## config.mk

```make
export PLATFORM = sky130hd
export DESIGN_NAME = bram_rd_streamer
export DESIGN_NICKNAME = d
export VERILOG_FILES = /design/src/rtl/bram_rd_pkg.sv /design/src/rtl/bram_rd_skid.sv /design/src/rtl/bram_rd_streamer.sv
export SDC_FILE = /design/constraint.sdc
export NUM_CORES = 1
export LEC_CHECK = 0
export BUFFER_PORTS_ARGS = -buffer_cell sky130_fd_sc_hd__buf_2
export CAP_MARGIN = 5
export CORE_ASPECT_RATIO = 0.9
export CORE_MARGIN = 2
export CORE_UTILIZATION = 35
export DETAILED_ROUTE_END_ITERATION = 10
export PLACE_DENSITY_LB_ADDON = 0.25
export SLEW_MARGIN = 30
export SYNTH_ARGS = -nofsm -noshare
export SYNTH_HDL_FRONTEND = slang
export SYNTH_SLANG_ARGS = --single-unit
```

## constraint.sdc

```tcl
create_clock -name clk -period 2.75 [get_ports clk]
set_input_delay 0.55 -clock clk [delete_from_list [all_inputs] [get_ports clk]]
set_output_delay 0.55 -clock clk [all_outputs]
set_load 0.05 [all_outputs]
```

## src/rtl/bram_rd_pkg.sv

```systemverilog
// Shared definitions for the BRAM read streamer: FSM encodings and skid buffer depth.
package bram_rd_pkg;

  typedef enum logic [1:0] {
    ST_IDLE  = 2'd0,
    ST_RUN   = 2'd1,
    ST_DRAIN = 2'd2
  } state_e;

  localparam int SKID_DEPTH = 2;

endpackage

```

## src/rtl/bram_rd_skid.sv

```systemverilog
// Two-entry valid/ready FIFO that absorbs BRAM read latency; occupancy feeds the credit logic.
module bram_rd_skid
  import bram_rd_pkg::*;
#(
  parameter int w = 9
) (
  input  logic         clk,
  input  logic         rst,
  input  logic         push_i,
  input  logic [w-1:0] push_data_i,
  input  logic         pop_ready_i,
  output logic         pop_valid_o,
  output logic [w-1:0] pop_data_o,
  output logic [1:0]   occ_o
);

  logic [w-1:0] mem_q [SKID_DEPTH];
  logic         wr_ptr_q, wr_ptr_d;
  logic         rd_ptr_q, rd_ptr_d;
  logic [1:0]   cnt_q, cnt_d;
  logic         pop;

  assign pop_valid_o = (cnt_q != 2'd0);
  assign pop_data_o  = mem_q[rd_ptr_q];
  assign occ_o       = cnt_q;
  assign pop         = pop_valid_o & pop_ready_i;

  always_comb begin
    cnt_d    = cnt_q + 2'(push_i) - 2'(pop);
    wr_ptr_d = wr_ptr_q ^ push_i;
    rd_ptr_d = rd_ptr_q ^ pop;
  end

  always_ff @(posedge clk) begin
    if (rst) begin
      cnt_q    <= 2'd0;
      wr_ptr_q <= 1'b0;
      rd_ptr_q <= 1'b0;
    end else begin
      cnt_q    <= cnt_d;
      wr_ptr_q <= wr_ptr_d;
      rd_ptr_q <= rd_ptr_d;
    end
  end

  // Storage is never reset; an entry is only visible once the count covers it.
  always_ff @(posedge clk) begin
    if (push_i) mem_q[wr_ptr_q] <= push_data_i;
  end

endmodule

```

## src/rtl/bram_rd_streamer.sv

```systemverilog
// BRAM read-side master: turns (addr, len) commands into a valid/ready word stream.
// Optional macro BRAM_RD_STALL_CNT_EN adds a saturating stall cycle counter output.
module bram_rd_streamer
  import bram_rd_pkg::*;
#(
  parameter int aw = 3,
  parameter int dw = 8,
  parameter int lw = aw + 1
) (
  input  logic          clk,
  input  logic          rst,
  input  logic          cmd_valid_i,
  output logic          cmd_ready_o,
  input  logic [aw-1:0] cmd_addr_i,
  input  logic [lw-1:0] cmd_len_i,
  output logic [aw-1:0] raddr_o,
  input  logic [dw-1:0] rdout_i,
  output logic          dout_valid_o,
  input  logic          dout_ready_i,
  output logic [dw-1:0] dout_data_o,
  output logic          dout_last_o,
  output logic          busy_o,
  output logic          done_o
`ifdef BRAM_RD_STALL_CNT_EN
  ,
  output logic [15:0]   stall_cnt_o
`endif
);

  state_e        state_q, state_d;
  logic [aw-1:0] cur_addr_q, cur_addr_d;
  logic [aw-1:0] raddr_q, raddr_d;
  logic [lw-1:0] len_q, len_d;
  logic [lw-1:0] issue_cnt_q, issue_cnt_d;
  logic          inflight_q, inflight_d;
  logic          inflight_last_q, inflight_last_d;
  logic          done_zero_q, done_zero_d;

  logic          accept, issue, issue_last, credit_ok, beat, last_beat;
  logic [2:0]    pending;
  logic [1:0]    occ;
  logic          skid_valid;
  logic [dw:0]   skid_word;

  assign cmd_ready_o  = (state_q == ST_IDLE);
  assign busy_o       = (state_q != ST_IDLE);
  assign accept       = cmd_valid_i & cmd_ready_o;
  assign dout_valid_o = skid_valid;
  assign dout_data_o  = skid_word[dw-1:0];
  assign dout_last_o  = skid_valid & skid_word[dw];
  assign beat         = dout_valid_o & dout_ready_i;
  assign last_beat    = beat & dout_last_o;
  assign done_o       = done_zero_q | last_beat;

  // A word leaving this cycle frees its slot in time for a read issued now,
  // which is what allows one read per cycle with the consumer always ready.
  assign pending    = 3'(occ) + 3'(inflight_q) - 3'(beat);
  assign credit_ok  = pending < 3'(SKID_DEPTH);
  assign issue      = (state_q == ST_RUN) & credit_ok;
  assign issue_last = issue & (issue_cnt_q == len_q - lw'(1));
  assign raddr_o    = issue ? cur_addr_q : raddr_q;

  always_comb begin
    state_d         = state_q;
    cur_addr_d      = cur_addr_q;
    len_d           = len_q;
    issue_cnt_d     = issue_cnt_q;
    raddr_d         = raddr_o;
    inflight_d      = issue;
    inflight_last_d = issue_last;
    done_zero_d     = 1'b0;
    case (state_q)
      ST_IDLE: begin
        if (accept) begin
          cur_addr_d  = cmd_addr_i;
          len_d       = cmd_len_i;
          issue_cnt_d = '0;
          if (cmd_len_i == '0) done_zero_d = 1'b1;
          else                 state_d     = ST_RUN;
        end
      end
      ST_RUN: begin
        if (issue) begin
          cur_addr_d  = cur_addr_q + aw'(1);
          issue_cnt_d = issue_cnt_q + lw'(1);
          if (issue_last) state_d = ST_DRAIN;
        end
      end
      ST_DRAIN: begin
        if (last_beat) state_d = ST_IDLE;
      end
      default: state_d = ST_IDLE;
    endcase
  end

  always_ff @(posedge clk) begin
    if (rst) begin
      state_q         <= ST_IDLE;
      raddr_q         <= '0;
      inflight_q      <= 1'b0;
      inflight_last_q <= 1'b0;
      done_zero_q     <= 1'b0;
    end else begin
      state_q         <= state_d;
      raddr_q         <= raddr_d;
      inflight_q      <= inflight_d;
      inflight_last_q <= inflight_last_d;
      done_zero_q     <= done_zero_d;
    end
  end

  always_ff @(posedge clk) begin
    cur_addr_q  <= cur_addr_d;
    len_q       <= len_d;
    issue_cnt_q <= issue_cnt_d;
  end

  // rdout_i is registered into the skid buffer, never forwarded to the stream.
  bram_rd_skid #(
    .w(dw + 1)
  ) u_skid (
    .clk         (clk),
    .rst         (rst),
    .push_i      (inflight_q),
    .push_data_i ({inflight_last_q, rdout_i}),
    .pop_ready_i (dout_ready_i),
    .pop_valid_o (skid_valid),
    .pop_data_o  (skid_word),
    .occ_o       (occ)
  );

`ifdef BRAM_RD_STALL_CNT_EN
  logic [15:0] stall_cnt_q, stall_cnt_d;

  function automatic logic [15:0] sat_inc(input logic [15:0] v);
    return (v == 16'hFFFF) ? v : v + 16'd1;
  endfunction

  always_comb begin
    stall_cnt_d = stall_cnt_q;
    if (accept)                             stall_cnt_d = '0;
    else if (dout_valid_o & !dout_ready_i) stall_cnt_d = sat_inc(stall_cnt_q);
  end

  always_ff @(posedge clk) begin
    if (rst) stall_cnt_q <= '0;
    else     stall_cnt_q <= stall_cnt_d;
  end

  assign stall_cnt_o = stall_cnt_q;
`endif

endmodule

```

==> metrics.txt <==
combinational family with the most area after synthesis=simple AND/OR/NAND/NOR gates; grt ovf=0; mux contribution to synthesized area=0.0820; WL per Instance=12.7 um; Crit Path Class=reg2out; Worst EP arrival=2.49 ns; # fillers=455; flops & latches, synth=41; adder-cell area share of the yosys netlist=0.0608; Hold Crit Class=in2reg; CTS clk-pin slew, worst paths=0.07 ns; R2R Setup Slk=0.34 ns; Syn Inst Count=131; Die Y-Extent=71.5 um; Peak Freq=329 MHz; Peak supply drop=0.436 mV; syn_area_per_cell=13.5 um2; slowest stage delay, CP=0.34 ns; DRT Wirelength=3.13 mm; total die area=5640 um2; first-pass iteration count of the detailed router=4; antenna violations before repair=0; syn nets=158; worst-path cell with the longest stage delay=dfxtp_2; DR DRC count=0; crit-path cells=o21ai_4 -> inv_2 -> ha_4 -> inv_2 -> ha_4 -> inv_2 -> fa_2 -> xnor2_2 -> and3_4 -> mux2_4 -> buf_8; synth unique cells=31; HPWL Detailed=2.34 mm; max cap viols=0; core area=4860 um2; met2 Use GR=0.227; # rows=24; Max Root-Sink Buffers=2; Root Buffer=clkbuf_8; total track usage=0.124; Setup crit start=u_skid.occ_o[1]$_SDFF_PP0_; Clock Skew=0.00423 ns; yosys warns=0; CTS tree=yes; Net count, final=208; 1st-iter DRT viols=42; global-route wire length before repair=5.19 mm; via density per instance=4.44; P_leak=0.944 nW; ant diodes=0; GRT met3 Usage=0.0466; failing checks=negative setup slack; vias in the first global route=1184; buffers and inverters on the worst path=4; dpl ws=-0.405 ns; Vias=1096; xor/xnor cell area share of the yosys netlist=0.0545; area grow syn2layout=30.6%; Final Max Slew Viols=0; Critical Path RT=2.20 ns; Slew headroom=0.671; Starting Density=0.364; Ports=35; clock latency on the worst-skew pair=0.29 ns; worst setup margin=-0.292 ns; Worst-Margin Slew=0.494 ns; CTS Sinks=41; post-synthesis sequential area ratio=0.628; Layout Utilization=0.475; crit path capture type=output pin; grt peak-use layer=met2; Tmin final=3.04 ns; Post-CTS Hold Buffers=0; biggest fanout along the worst timing path=4; Top delay family on crit path=adder cells; largest net degree at the start of global routing=14; layout cell share with drive strength beyond 1=0.451; antenna-violating nets left=0; CTS Buf Count=5; H-tree depth=2; min-delay src=cmd_len_i[0]; Final GP Congestion=0.708; final setup violation count=3; Pwr Total=2.43 mW; final hold vios=0; Tcrit/Tclk final=1.11; routing usage on met1=0.131; Synth Cell Area=1770 um2; r2r startpoint=u_skid.occ_o[1]$_SDFF_PP0_; critical path launch point type=register; post-synthesis compound-gate area fraction=0.0184; input/output buffers=34; pwr dens=1050 nW/um2; status=finished, violations left; Post-Synth Simple-Gate Area=0.120; most used cell, CP=inv_2; RSZ-0062 raised after global routing=true; Die X=78.9 um
## flip-flops by register name (all words and copies together), names as in the netlist, 2 cells and up
register	cells
issue_cnt_q	4
cur_addr_q	3
state_q	2
u_skid.occ_o	2
u_skid.mem_q	18
raddr_q	3
len_q	4
## synthesized netlist by cell type
| cell | instances | area, um2 |
|---|---|---|
| a21oi_1 | 2 | 10.0 |
| and2_1 | 1 | 6.26 |
| and3_1 | 1 | 6.26 |
| buf_1 | 1 | 3.75 |
| buf_4 | 1 | 7.51 |
| buf_6 | 1 | 11.3 |
| clkbuf_1 | 1 | 3.75 |
| dfxtp_1 | 12 | 240 |
| edfxtp_1 | 29 | 871 |
| fa_1 | 1 | 20.0 |
| ha_1 | 7 | 87.6 |
| inv_1 | 10 | 37.5 |
| mux2_2 | 8 | 90.1 |
| mux2_4 | 3 | 45.0 |
| mux2i_1 | 1 | 10.0 |
| nand2_1 | 8 | 30.0 |
| nand2b_1 | 1 | 6.26 |
| nand3_1 | 3 | 15.0 |
| nand4_1 | 1 | 6.26 |
| nor2_1 | 13 | 48.8 |
| nor2b_1 | 1 | 6.26 |
| nor2b_2 | 1 | 8.76 |
| nor2b_4 | 3 | 41.3 |
| nor3_1 | 3 | 15.0 |
| o21a_1 | 1 | 7.51 |
| o21ai_0 | 3 | 15.0 |
| or2_2 | 1 | 6.26 |
| or3b_1 | 1 | 8.76 |
| or4_1 | 1 | 7.51 |
| xnor2_1 | 7 | 61.3 |
| xor2_1 | 4 | 35.0 |
## final timing paths
path,end,depth (start not counted)
hold reg to reg,u_skid.mem_q[0][8]$_DFFE_PP_,0
setup / recovery,raddr_o[2],11
setup reg to reg,raddr_q[2]$_SDFF_PP0_,12
hold / removal,len_q[0]$_DFFE_PP_,1
## report_power, final
part	switching, mW	total [mW]	internal, mW	leakage, nW
combinational	0.575	1.02	0.443	0.506
sequential	0.0692	0.861	0.792	0.370
clock	0.192	0.553	0.360	0.0681
## cells in the final DEF, fill, tap and decap left out, types with 2 or more instances in the layout
cell type  netlist  routed
inv_2            0       3
o21ai_0          3       2
mux2_4           3       3
ha_4             0       2
xnor2_1          7       6
clkbuf_8         0       5
bufinv_16        0       2
buf_6            1       2
nand3_1          3       3
nand2_1          8       8
a21oi_1          2       2
ha_1             7       5
dfxtp_1         12      10
inv_1           10       7
nor2_1          13      13
dfxtp_2          0       2
nor3_1           3       3
xor2_1           4       4
edfxtp_1        29      29
buf_8            0       2
mux2_2           8       8
buf_2            0      31
nor2b_4          3       3
buf_4            1      12
## routing by layer
| metal | part of all wire | up-vias |
|---|---|---|
| met1 | 0.41 | 519 |
| li1 | - | 554 |
| met4 | 0.012 | 0 |
| met5 | 0 | - |
| met3 | 0.049 | 5 |
| met2 | 0.52 | 18 |
## stage by stage
stage / TNS, ns / area [um2] / hold slack [ns] / instances
after floorplan: -0.363 / 1800 / 0.404 / 131
after global placement: -1.01 / 2070 / 0.415 / 232
after detailed placement: -1.20 / 2070 / 0.432 / 232
after CTS: -0.975 / 2300 / 0.439 / 246
after global routing: -1.20 / 2310 / 0.428 / 247
final: -0.867 / 2310 / 0.447 / 247
## area by class of cell
type / instances / area (um2) / area share
Clock buffer: 5 / 68.8 / 0.0298
Clock inverter: 3 / 65.1 / 0.0282
Inverter: 10 / 37.5 / 0.0163
Multi-Input combinational cell: 76 / 646 / 0.280
Sequential cell: 41 / 1110 / 0.482
Tap cell: 65 / 81.3 / 0.0352
Timing Repair Buffer: 47 / 298 / 0.129
## logic make-up (layout without fill, tap and decap cells)
kind of cell,Yosys count,in the layout
DFF,41,41
and+or+nand+nor,39,39
buffers and inverters,14,65
muxes,12,12
xor gates and xnor gates,11,11
adders and majority gates,8,8
AOI/OAI and AO/OA,6,6
## timing repair
| item | CTS | global route |
|---|---|---|
| endpoints found under the setup margin | 3 | 3 |
| buffers inserted | 6 | 1 |
| resized for setup | 16 | 1 |
| gates cloned | 0 | 0 |
| pin swaps | 5 | 5 |
No activity file was read; power rests on OpenSTA's default activity.
